[src/rtl/maq_pkg.sv]
// -----------------------------------------------------------------------------
// maq_pkg - shared definitions for the hours stage of the digital clock.
//   btn_st_e             : button auto-repeat FSM states
//   HOUR_MSD_MAX         : highest legal tens digit (2)
//   HOUR_LSD_MAX_AT_MSD2 : highest legal units digit when tens = 2 (3)
//   LSD_MAX              : highest BCD units digit (9)
// -----------------------------------------------------------------------------
package maq_pkg;
  typedef enum logic [1:0] {
    IDLE   = 2'd0,
    HOLD   = 2'd1,
    REPEAT = 2'd2
  } btn_st_e;

  localparam logic [1:0] HOUR_MSD_MAX         = 2'd2;
  localparam logic [3:0] HOUR_LSD_MAX_AT_MSD2 = 4'd3;
  localparam logic [3:0] LSD_MAX              = 4'd9;
endpackage

[src/rtl/maq_btn_rep.sv]
// -----------------------------------------------------------------------------
// maq_btn_rep - set-mode button handler with hold-then-repeat behaviour.
// Ports:
//   i_clk       : clock
//   i_rst_n     : synchronous active-low reset
//   i_set_mode  : FSM only runs while high; low forces IDLE, no pulses
//   i_btn       : debounced button level
//   o_inc_pulse : one-cycle increment request (decoded from state + inputs,
//                 consumed by the hour register on the same edge)
// -----------------------------------------------------------------------------
module maq_btn_rep
  import maq_pkg::*;
#(
  parameter int HOLD_CYCLES   = 50_000_000,
  parameter int REPEAT_CYCLES = 12_500_000
) (
  input  logic i_clk,
  input  logic i_rst_n,
  input  logic i_set_mode,
  input  logic i_btn,
  output logic o_inc_pulse
);
  localparam int MAXC = (HOLD_CYCLES > REPEAT_CYCLES) ? HOLD_CYCLES : REPEAT_CYCLES;
  localparam int CW   = (MAXC > 1) ? $clog2(MAXC) : 1;
  localparam logic [CW-1:0] HOLD_LAST = CW'(HOLD_CYCLES - 1);
  localparam logic [CW-1:0] REP_LAST  = CW'(REPEAT_CYCLES - 1);

  btn_st_e       r_st, w_nxt;
  logic [CW-1:0] r_cnt;
  logic          w_cnt_clr;

  // state register
  always_ff @(posedge i_clk) begin
    if (!i_rst_n) r_st <= IDLE;
    else          r_st <= w_nxt;
  end

  // next-state logic
  always_comb begin
    w_nxt = r_st;
    if (!i_set_mode) begin
      w_nxt = IDLE;
    end else begin
      case (r_st)
        IDLE:    if (i_btn) w_nxt = HOLD;
        HOLD:    if (!i_btn) w_nxt = IDLE;
                 else if (r_cnt == HOLD_LAST) w_nxt = REPEAT;
        REPEAT:  if (!i_btn) w_nxt = IDLE;
        default: w_nxt = IDLE;
      endcase
    end
  end

  // outputs: increment pulse and counter clear
  always_comb begin
    o_inc_pulse = 1'b0;
    if (i_set_mode) begin
      case (r_st)
        IDLE:    o_inc_pulse = i_btn;
        HOLD:    o_inc_pulse = i_btn && (r_cnt == HOLD_LAST);
        REPEAT:  o_inc_pulse = i_btn && (r_cnt == REP_LAST);
        default: o_inc_pulse = 1'b0;
      endcase
    end
    // every increment restarts the interval; IDLE keeps it parked at 0
    w_cnt_clr = !i_set_mode || (r_st == IDLE) || o_inc_pulse;
  end

  // cycle counter, saturating at all-ones instead of wrapping
  always_ff @(posedge i_clk) begin
    if (!i_rst_n)          r_cnt <= '0;
    else if (w_cnt_clr)    r_cnt <= '0;
    else if (r_cnt != '1)  r_cnt <= r_cnt + 1'b1;
  end
endmodule

[src/rtl/maq_h.sv]
// -----------------------------------------------------------------------------
// maq_h - hours stage of the digital clock (BCD 00..23).
// Optional feature: define MAQH_12H_EN for a 12 h display with PM flag.
// Ports:
//   maqh_clock    : clock
//   reset         : synchronous active-low reset
//   enable_1hz    : 1 Hz tick
//   inc_min       : minute-advance qualifier
//   maqh_inc_hora : minutes carry level (minutes = 59)
//   set_mode      : manual setting mode, suspends normal counting
//   btn_inc       : debounced increment button level
//   maqh_lsd      : hour units digit (BCD)
//   maqh_msd      : hour tens digit (BCD)
//   maqh_pm       : PM flag (12 h build only, else 0)
//   maqh_day_tick : one-cycle pulse on run-mode 23 -> 00 rollover
// -----------------------------------------------------------------------------
module maq_h
  import maq_pkg::*;
#(
  parameter int HOLD_CYCLES   = 50_000_000,
  parameter int REPEAT_CYCLES = 12_500_000
) (
  input  logic       maqh_clock,
  input  logic       reset,
  input  logic       enable_1hz,
  input  logic       inc_min,
  input  logic       maqh_inc_hora,
  input  logic       set_mode,
  input  logic       btn_inc,
  output logic [3:0] maqh_lsd,
  output logic [1:0] maqh_msd,
  output logic       maqh_pm,
  output logic       maqh_day_tick
);
  logic [1:0] r_msd;
  logic [3:0] r_lsd;
  logic       r_day;
  logic       w_set_inc, w_run_adv, w_adv, w_at_max;

  maq_btn_rep #(
    .HOLD_CYCLES  (HOLD_CYCLES),
    .REPEAT_CYCLES(REPEAT_CYCLES)
  ) u_btn (
    .i_clk      (maqh_clock),
    .i_rst_n    (reset),
    .i_set_mode (set_mode),
    .i_btn      (btn_inc),
    .o_inc_pulse(w_set_inc)
  );

  // carries arriving in set mode are dropped, never replayed
  assign w_run_adv = !set_mode && enable_1hz && inc_min && maqh_inc_hora;
  assign w_adv     = w_run_adv || w_set_inc;
  assign w_at_max  = (r_msd == HOUR_MSD_MAX) && (r_lsd == HOUR_LSD_MAX_AT_MSD2);

  always_ff @(posedge maqh_clock) begin
    if (!reset) begin
      r_msd <= '0;
      r_lsd <= '0;
      r_day <= 1'b0;
    end else begin
      r_day <= w_run_adv && w_at_max;
      if (w_adv) begin
        if (w_at_max) begin
          r_msd <= '0;
          r_lsd <= '0;
        end else if (r_lsd == LSD_MAX) begin
          r_msd <= r_msd + 1'b1;
          r_lsd <= '0;
        end else begin
          r_lsd <= r_lsd + 1'b1;
        end
      end
    end
  end

  assign maqh_day_tick = r_day;

`ifdef MAQH_12H_EN
  logic [4:0] w_h24, w_h12, w_tmp;
  always_comb begin
    w_h24 = ({3'b0, r_msd} * 5'd10) + {1'b0, r_lsd};
    if (w_h24 == 5'd0)       w_h12 = 5'd12;
    else if (w_h24 > 5'd12)  w_h12 = w_h24 - 5'd12;
    else                     w_h12 = w_h24;
    w_tmp   = w_h12 - 5'd10;
    maqh_pm = (w_h24 >= 5'd12);
    if (w_h12 >= 5'd10) begin
      maqh_msd = 2'd1;
      maqh_lsd = w_tmp[3:0];
    end else begin
      maqh_msd = 2'd0;
      maqh_lsd = w_h12[3:0];
    end
  end
`else
  assign maqh_msd = r_msd;
  assign maqh_lsd = r_lsd;
  assign maqh_pm  = 1'b0;
`endif
endmodule

[config.mk]
export PLATFORM = sky130hd
export DESIGN_NAME = maq_h
export DESIGN_NICKNAME = d
export VERILOG_FILES = /design/src/rtl/maq_pkg.sv /design/src/rtl/maq_btn_rep.sv /design/src/rtl/maq_h.sv
export SDC_FILE = /design/constraint.sdc
export NUM_CORES = 1
export LEC_CHECK = 0
export ABC_CLOCK_PERIOD_IN_PS = 4490
export BUFFER_PORTS_ARGS = -buffer_cell sky130_fd_sc_hd__buf_2
export CORE_ASPECT_RATIO = 1.2
export CORE_MARGIN = 3
export CORE_UTILIZATION = 64
export CTS_CLUSTER_DIAMETER = 100
export DETAILED_ROUTE_END_ITERATION = 7
export MAX_ROUTING_LAYER = met4
export PLACE_DENSITY_LB_ADDON = 0.12
export SYNTH_ARGS = -nofsm -noshare
export SYNTH_HDL_FRONTEND = slang
export SYNTH_SLANG_ARGS = --single-unit
[constraint.sdc]
create_clock -name maqh_clock -period 4.49 [get_ports maqh_clock]
set_input_delay 0.449 -clock maqh_clock [delete_from_list [all_inputs] [get_ports maqh_clock]]
set_output_delay 0.449 -clock maqh_clock [all_outputs]
set_load 0.01 [all_outputs]
== Word level (Yosys, flattened, before mapping) ==
Index checks and enable logic that the tools add are counted.
Word-level totals
  register bits: 35
  logic and storage cells: 48
Operators by class
  $add $sub $neg: 3
  equality and inequality tests: 11
  mux-type cells: 11
  bitwise logic cells: 1
  reduce and logical (&&, ||, !) cells: 17
Operators with widths (count)
  $add A26 B1 Y26 const B: 1
  $eq A26 B24 Y1 const B: 1
  $eq A26 B26 Y1 const B: 1
  $ne A26 B26 Y1 const B: 1
  $mux W2: 6
  $mux W4: 2
  $logic_and A1 B1 Y1: 7
  $pmux W2 S3: 1
  $add A4 B1 Y4 const B: 1
  $eq A2 B2 Y1 const B: 2
  $eq A4 B2 Y1 const B: 1
  $eq A4 B4 Y1 const B: 1
  $ne A2 B2 Y1 const B: 2
  $reduce_and A2 Y1: 2
  $logic_or A1 B1 Y1: 3
  $ne A3 B2 Y1 const B: 1
  $pmux W1 S3: 1
  $reduce_and A3 Y1: 1
  $add A2 B1 Y2 const B: 1
  $eq A2 B1 Y1 const B: 1
  $logic_not A2 Y1: 1
  $reduce_bool A2 Y1: 1
  $reduce_or A2 Y1: 1
  $logic_not A1 Y1: 1
  other kinds (2): 2

== Longest topological paths before layout ==
  word-level depth: 6
  depth in mapped cells: 8
  mapped depth without buffers: 7

== Modules after synthesis ==
A second synthesis with hierarchy kept.
Unflattened totals
  cells, all modules: 245
  area, all modules: 2075.7 um^2
By module, submodules not included
  maq_btn_rep: instances 1, cells each 201, area an instance 1687.9 um^2, sequential area each 560.5 um^2
  maq_h: instances 1, cells each 44, area an instance 387.9 um^2, sequential area each 140.1 um^2

== Worst setup path before layout ==
Ideal clock, no wire load.
  kind: reg-to-reg
  start point: register u_btn.r_st[0]
  end point: register r_msd[1], in the netlist maqh_msd[1]
  setup time: 0.094 ns
  arrival: 2.055 ns
  data required time: 4.396 ns
  slack: 2.341 ns
  cell stages (with the launch flop): 8
  path through: dfxtp_1 inv_1 ha_1 or4b_1 nor4_1 o2111ai_2 and2_4 o311ai_2
On the way
  cells in the longest elaborated chain, start to end: 5
  elaborated cells on any way between the ends: 7
  classes of those cells: eq/ne (2); mux (2); reduce/logical (3)
RTL lines
  start: declaration: RTL line maq_btn_rep.sv:28  | btn_st_e r_st, w_nxt;
  start signal: assignment: RTL line maq_btn_rep.sv:35  | else r_st <= w_nxt;
  $eq A2 B2 Y1 (tied with other cells): RTL line maq_btn_rep.sv:58  | case (r_st)
  $pmux W1 S3 *: RTL line maq_btn_rep.sv:58
  $mux W1 *: RTL line maq_btn_rep.sv:57  | if (i_set_mode) begin
  $logic_or A1 B1 Y1 *: RTL line maq_h.sv:53  | assign w_adv = w_run_adv || w_set_inc;
  $reduce_and A2 Y1 (no line) *
  end signal: assignment: RTL line maq_h.sv:68  | r_msd <= r_msd + 1'b1;
  end: declaration: RTL line maq_h.sv:35  | logic [1:0] r_msd;
Every way passes the cells marked *; elsewhere a longest branch is shown, timed or not.
A chain may end at the register's enable or synchronous reset.

== Worst setup path in the final report ==
  start point: register u_btn.r_st[0]
  end point: register u_btn.r_cnt[2]
On the way
  cells in the longest elaborated chain, start to end: 5
  elaborated cells on any way between the ends: 8
  classes of those cells: eq/ne (2); mux (2); reduce/logical (4)
RTL lines
  $eq A2 B2 Y1 (tied with other cells): RTL line maq_btn_rep.sv:58
  $pmux W1 S3: RTL line maq_btn_rep.sv:58
  $mux W1: RTL line maq_btn_rep.sv:57
  $logic_or A1 B1 Y1 *: RTL line maq_btn_rep.sv:66  | w_cnt_clr = !i_set_mode || (r_st == IDLE) || o_inc_pulse;
  $reduce_or A2 Y1 (no line) *
  end signal: assignment: RTL line maq_btn_rep.sv:73  | else if (r_cnt != '1) r_cnt <= r_cnt + 1'b1;
  end: declaration: RTL line maq_btn_rep.sv:29  | logic [CW-1:0] r_cnt;
Marks and branches as above.

==> results.md <==
* Status: completed
* Cell Chain, Critical Path: inv_1 > ha_1 > or4b_1 > nor4_1 > o211ai_1 > nand2_1 > nor3_1
* Most common cell in the netlist: dfxtp_1
* Logic pwr share at 8.3%
* CTS HTree Levels at 2
* Core area at 2940 µm²
* Longest Clk Path Bufs at 2
* Least-Margin Pin Slew at 0.963 ns
* Largest net degree at the start of global routing at 27
* Maximum clock frequency at 0.388 GHz
* Die width at 57.8 µm
* Top delay family on crit path: simple AND/OR/NAND/NOR gates
* IO Count at 15
* CTS tree: yes
* RSZ-0062 raised after global routing: no
* Synth cell count leaders: dfxtp_1 (35), nor2_1 (26), nand2_1 (25), xnor2_1 (17), a21oi_1 (16)
* Setup Skew at 0.0129 ns
* Register area share after synthesis at 34.0%
* Global placement routability congestion at 0.848
* Worst Path Max Fanout at 26
* Leakage at 0.694 nW
* Min cycle time layout at 2.58 ns
* Fin nets at 271
* Initial antenna violation count at 0
* Final setup fails at 0
* Setup Total Neg Slack at 0 ns
* First-pass detailed-route iteration total at 4
* Sw Share at 24.0%
* Post-synthesis register bit count at 35
* Endpoint class of the critical path: flip-flop
* Share of cells above drive strength 1 at 13.6%
* Multi-input gate area at 1270 µm²
* Post-synthesis average cell area at 8.37 µm²
* DR iter-0 viols at 128
* Max-cap viol count at 0
* Remaining antenna violation count at 0
* VDD IR max at 0.000263 V
* Post-cts sizing count at 0
* Final Hold Viols at 0
* Data required, critical path at 4.68 ns
* Crit path DAT at 2.77 ns
* Final period util at 57.4%
* Max stage delay on crit path at 0.64 ns
* Clock slew seen by the registers of the worst setup and hold paths at 0.11 ns
* CP bufs+invs at 1
* Avg Vias per Cell at 6.34
* Post-Synthesis Cells at 246
* Post-synth top area share at 34.0%
* Hold Buf Count CTS at 0
* Area Growth Syn to Fin at 6.63%
* CP startpoint kind: flip-flop
* R2r setup slk at 1.91 ns
* Antenna Cells at 0
* DR WL/cell at 14.8 µm
* Hold Slack at 0.331 ns
* Detailed Place HPWL at 3160 µm
* Syn Std Cell Area at 2060 µm²
* Slew HR at 35.3%
* FF+latch area at 701 µm²
* Max-slew violations at 0
* PortBufs at 13
* FP Rows at 21
* Residual DRC count at 0
* Total gr overflow at 0
* Clock sinks at 35
* CTS root buf: clkbuf_4
* Die Span Y at 68.1 µm
* Synth area leader: dfxtp_1
* Post-synth top flop: dfxtp_1
* Ys async rst share at 0%
* Yosys Warn Count at 0
* Post-CTS Setup Repair Bufs at 0
* Hold Crit Class: primary input to flip-flop
* CTS Buf Count at 5
* Global Route Usage Sum at 25.8%
* Clk Latency, worst-skew pair at 0.34 ns
* Post-Route WL at 4330 µm
* Clock power frac at 34.7%
* Post-Syn Nets at 260
* Synth cell types at 50
* Detailed-route via count at 1851
* NetSw at 0.136 mW
* Power Dens Cells at 259 nW/µm²
* Number of synthesized flops with an enable pin at 0
* Top cells by area, synth: dfxtp_1 (34%), xnor2_1 (7.2%), nor2_1 (4.7%), nand2_1 (4.6%), ha_1 (4.3%)
* First-pass GRT wire length at 7670 µm
* Die ar. at 3940 µm²
* Cell with the biggest individual delay on the critical path: nand2_1
* Power share of the sequential group at 57.0%
* Fill cells at 255
* Initial Util at 69.9%
* Vias in the first global route at 1725
* Setup CP Type: flip-flop to flip-flop
* Int Pwr at 0.432 mW
## metal layers
layer  wire length, µm  track usage (%)
met1              1950             30.3
met2              2120             41.7
met3               207             4.91
met4                53             13.6
met5                 0                -
## power by group through the flow
stage / Sequential (mW) / Combinational (mW) / Clock (mW)
after floorplan: 0.333 / 0.0326 / 0
after global placement: 0.331 / 0.0474 / 0
after detailed placement: 0.331 / 0.0478 / 0
after CTS: 0.324 / 0.0478 / 0.199
after global routing: 0.325 / 0.0534 / 0.216
final: 0.324 / 0.0473 / 0.197
## cell type report
class                      count  share of cell area (%)
clock buffer                   8                    3.14
inverter                      10                    1.71
multi-input combinational    191                    58.0
sequential                    35                    31.9
tap                           34                    1.94
timing repair buffer          14                    3.31
## registers in the layout (all words and copies together) (netlist names)
register,cells
maqh_day_tick,1
maqh_lsd,4
u_btn.r_cnt,26
maqh_msd,2
u_btn.r_st,2
## per-stage QoR
step | area (µm²) | utilization (%) | std cells | worst slack, ns | power (mW)
final | 2190 | 74.6 | 292 | 1.91 | 0.568
after global routing | 2190 | 74.6 | 292 | 1.64 | 0.595
after CTS | 2190 | 74.6 | 292 | 1.87 | 0.571
after detailed placement | 2130 | 72.2 | 284 | 1.90 | 0.379
after global placement | 2130 | 72.2 | 284 | 2.04 | 0.378
after floorplan | 2060 | - | 246 | 2.34 | 0.365
## cells in the final DEF (no fill, tap or decap), types with 3 or more instances in the layout
master     count
dfxtp_1       35
nor2_1        26
nand2_1       25
xnor2_1       17
a21oi_1       16
buf_2         13
nand3_1       11
inv_1         10
nand4_1       10
nor4_1         7
a211oi_1       7
ha_1           7
and3_1         5
a2111oi_0      5
clkbuf_4       5
nand2b_1       3
or3_1          3
nand3b_1       3
and4_1         3
a31oi_1        3
nor3_1         3
## logic make-up after synthesis
group / Yosys count / share of synthesized area (%)
DFF: 35 / 34.0
buffers and inverters: 20 / 4.13
other: 1 / 0.182
adders and majority gates: 7 / 4.26
AOI/OAI and AO/OA: 45 / 16.4
xor gates and xnor gates: 18 / 7.66
muxes: 4 / 2.07
and+or+nand+nor: 116 / 31.3
## final timing paths
check / from / cells past startpoint / end
worst min-delay path: set_mode / 2 / maqh_day_tick
worst max register to register: u_btn.r_st[0] / 7 / u_btn.r_cnt[2]
worst min register to register: maqh_msd[0] / 2 / maqh_msd[0]
worst max-delay path: u_btn.r_st[0] / 7 / u_btn.r_cnt[2]
(Power assumes the default switching activity.)
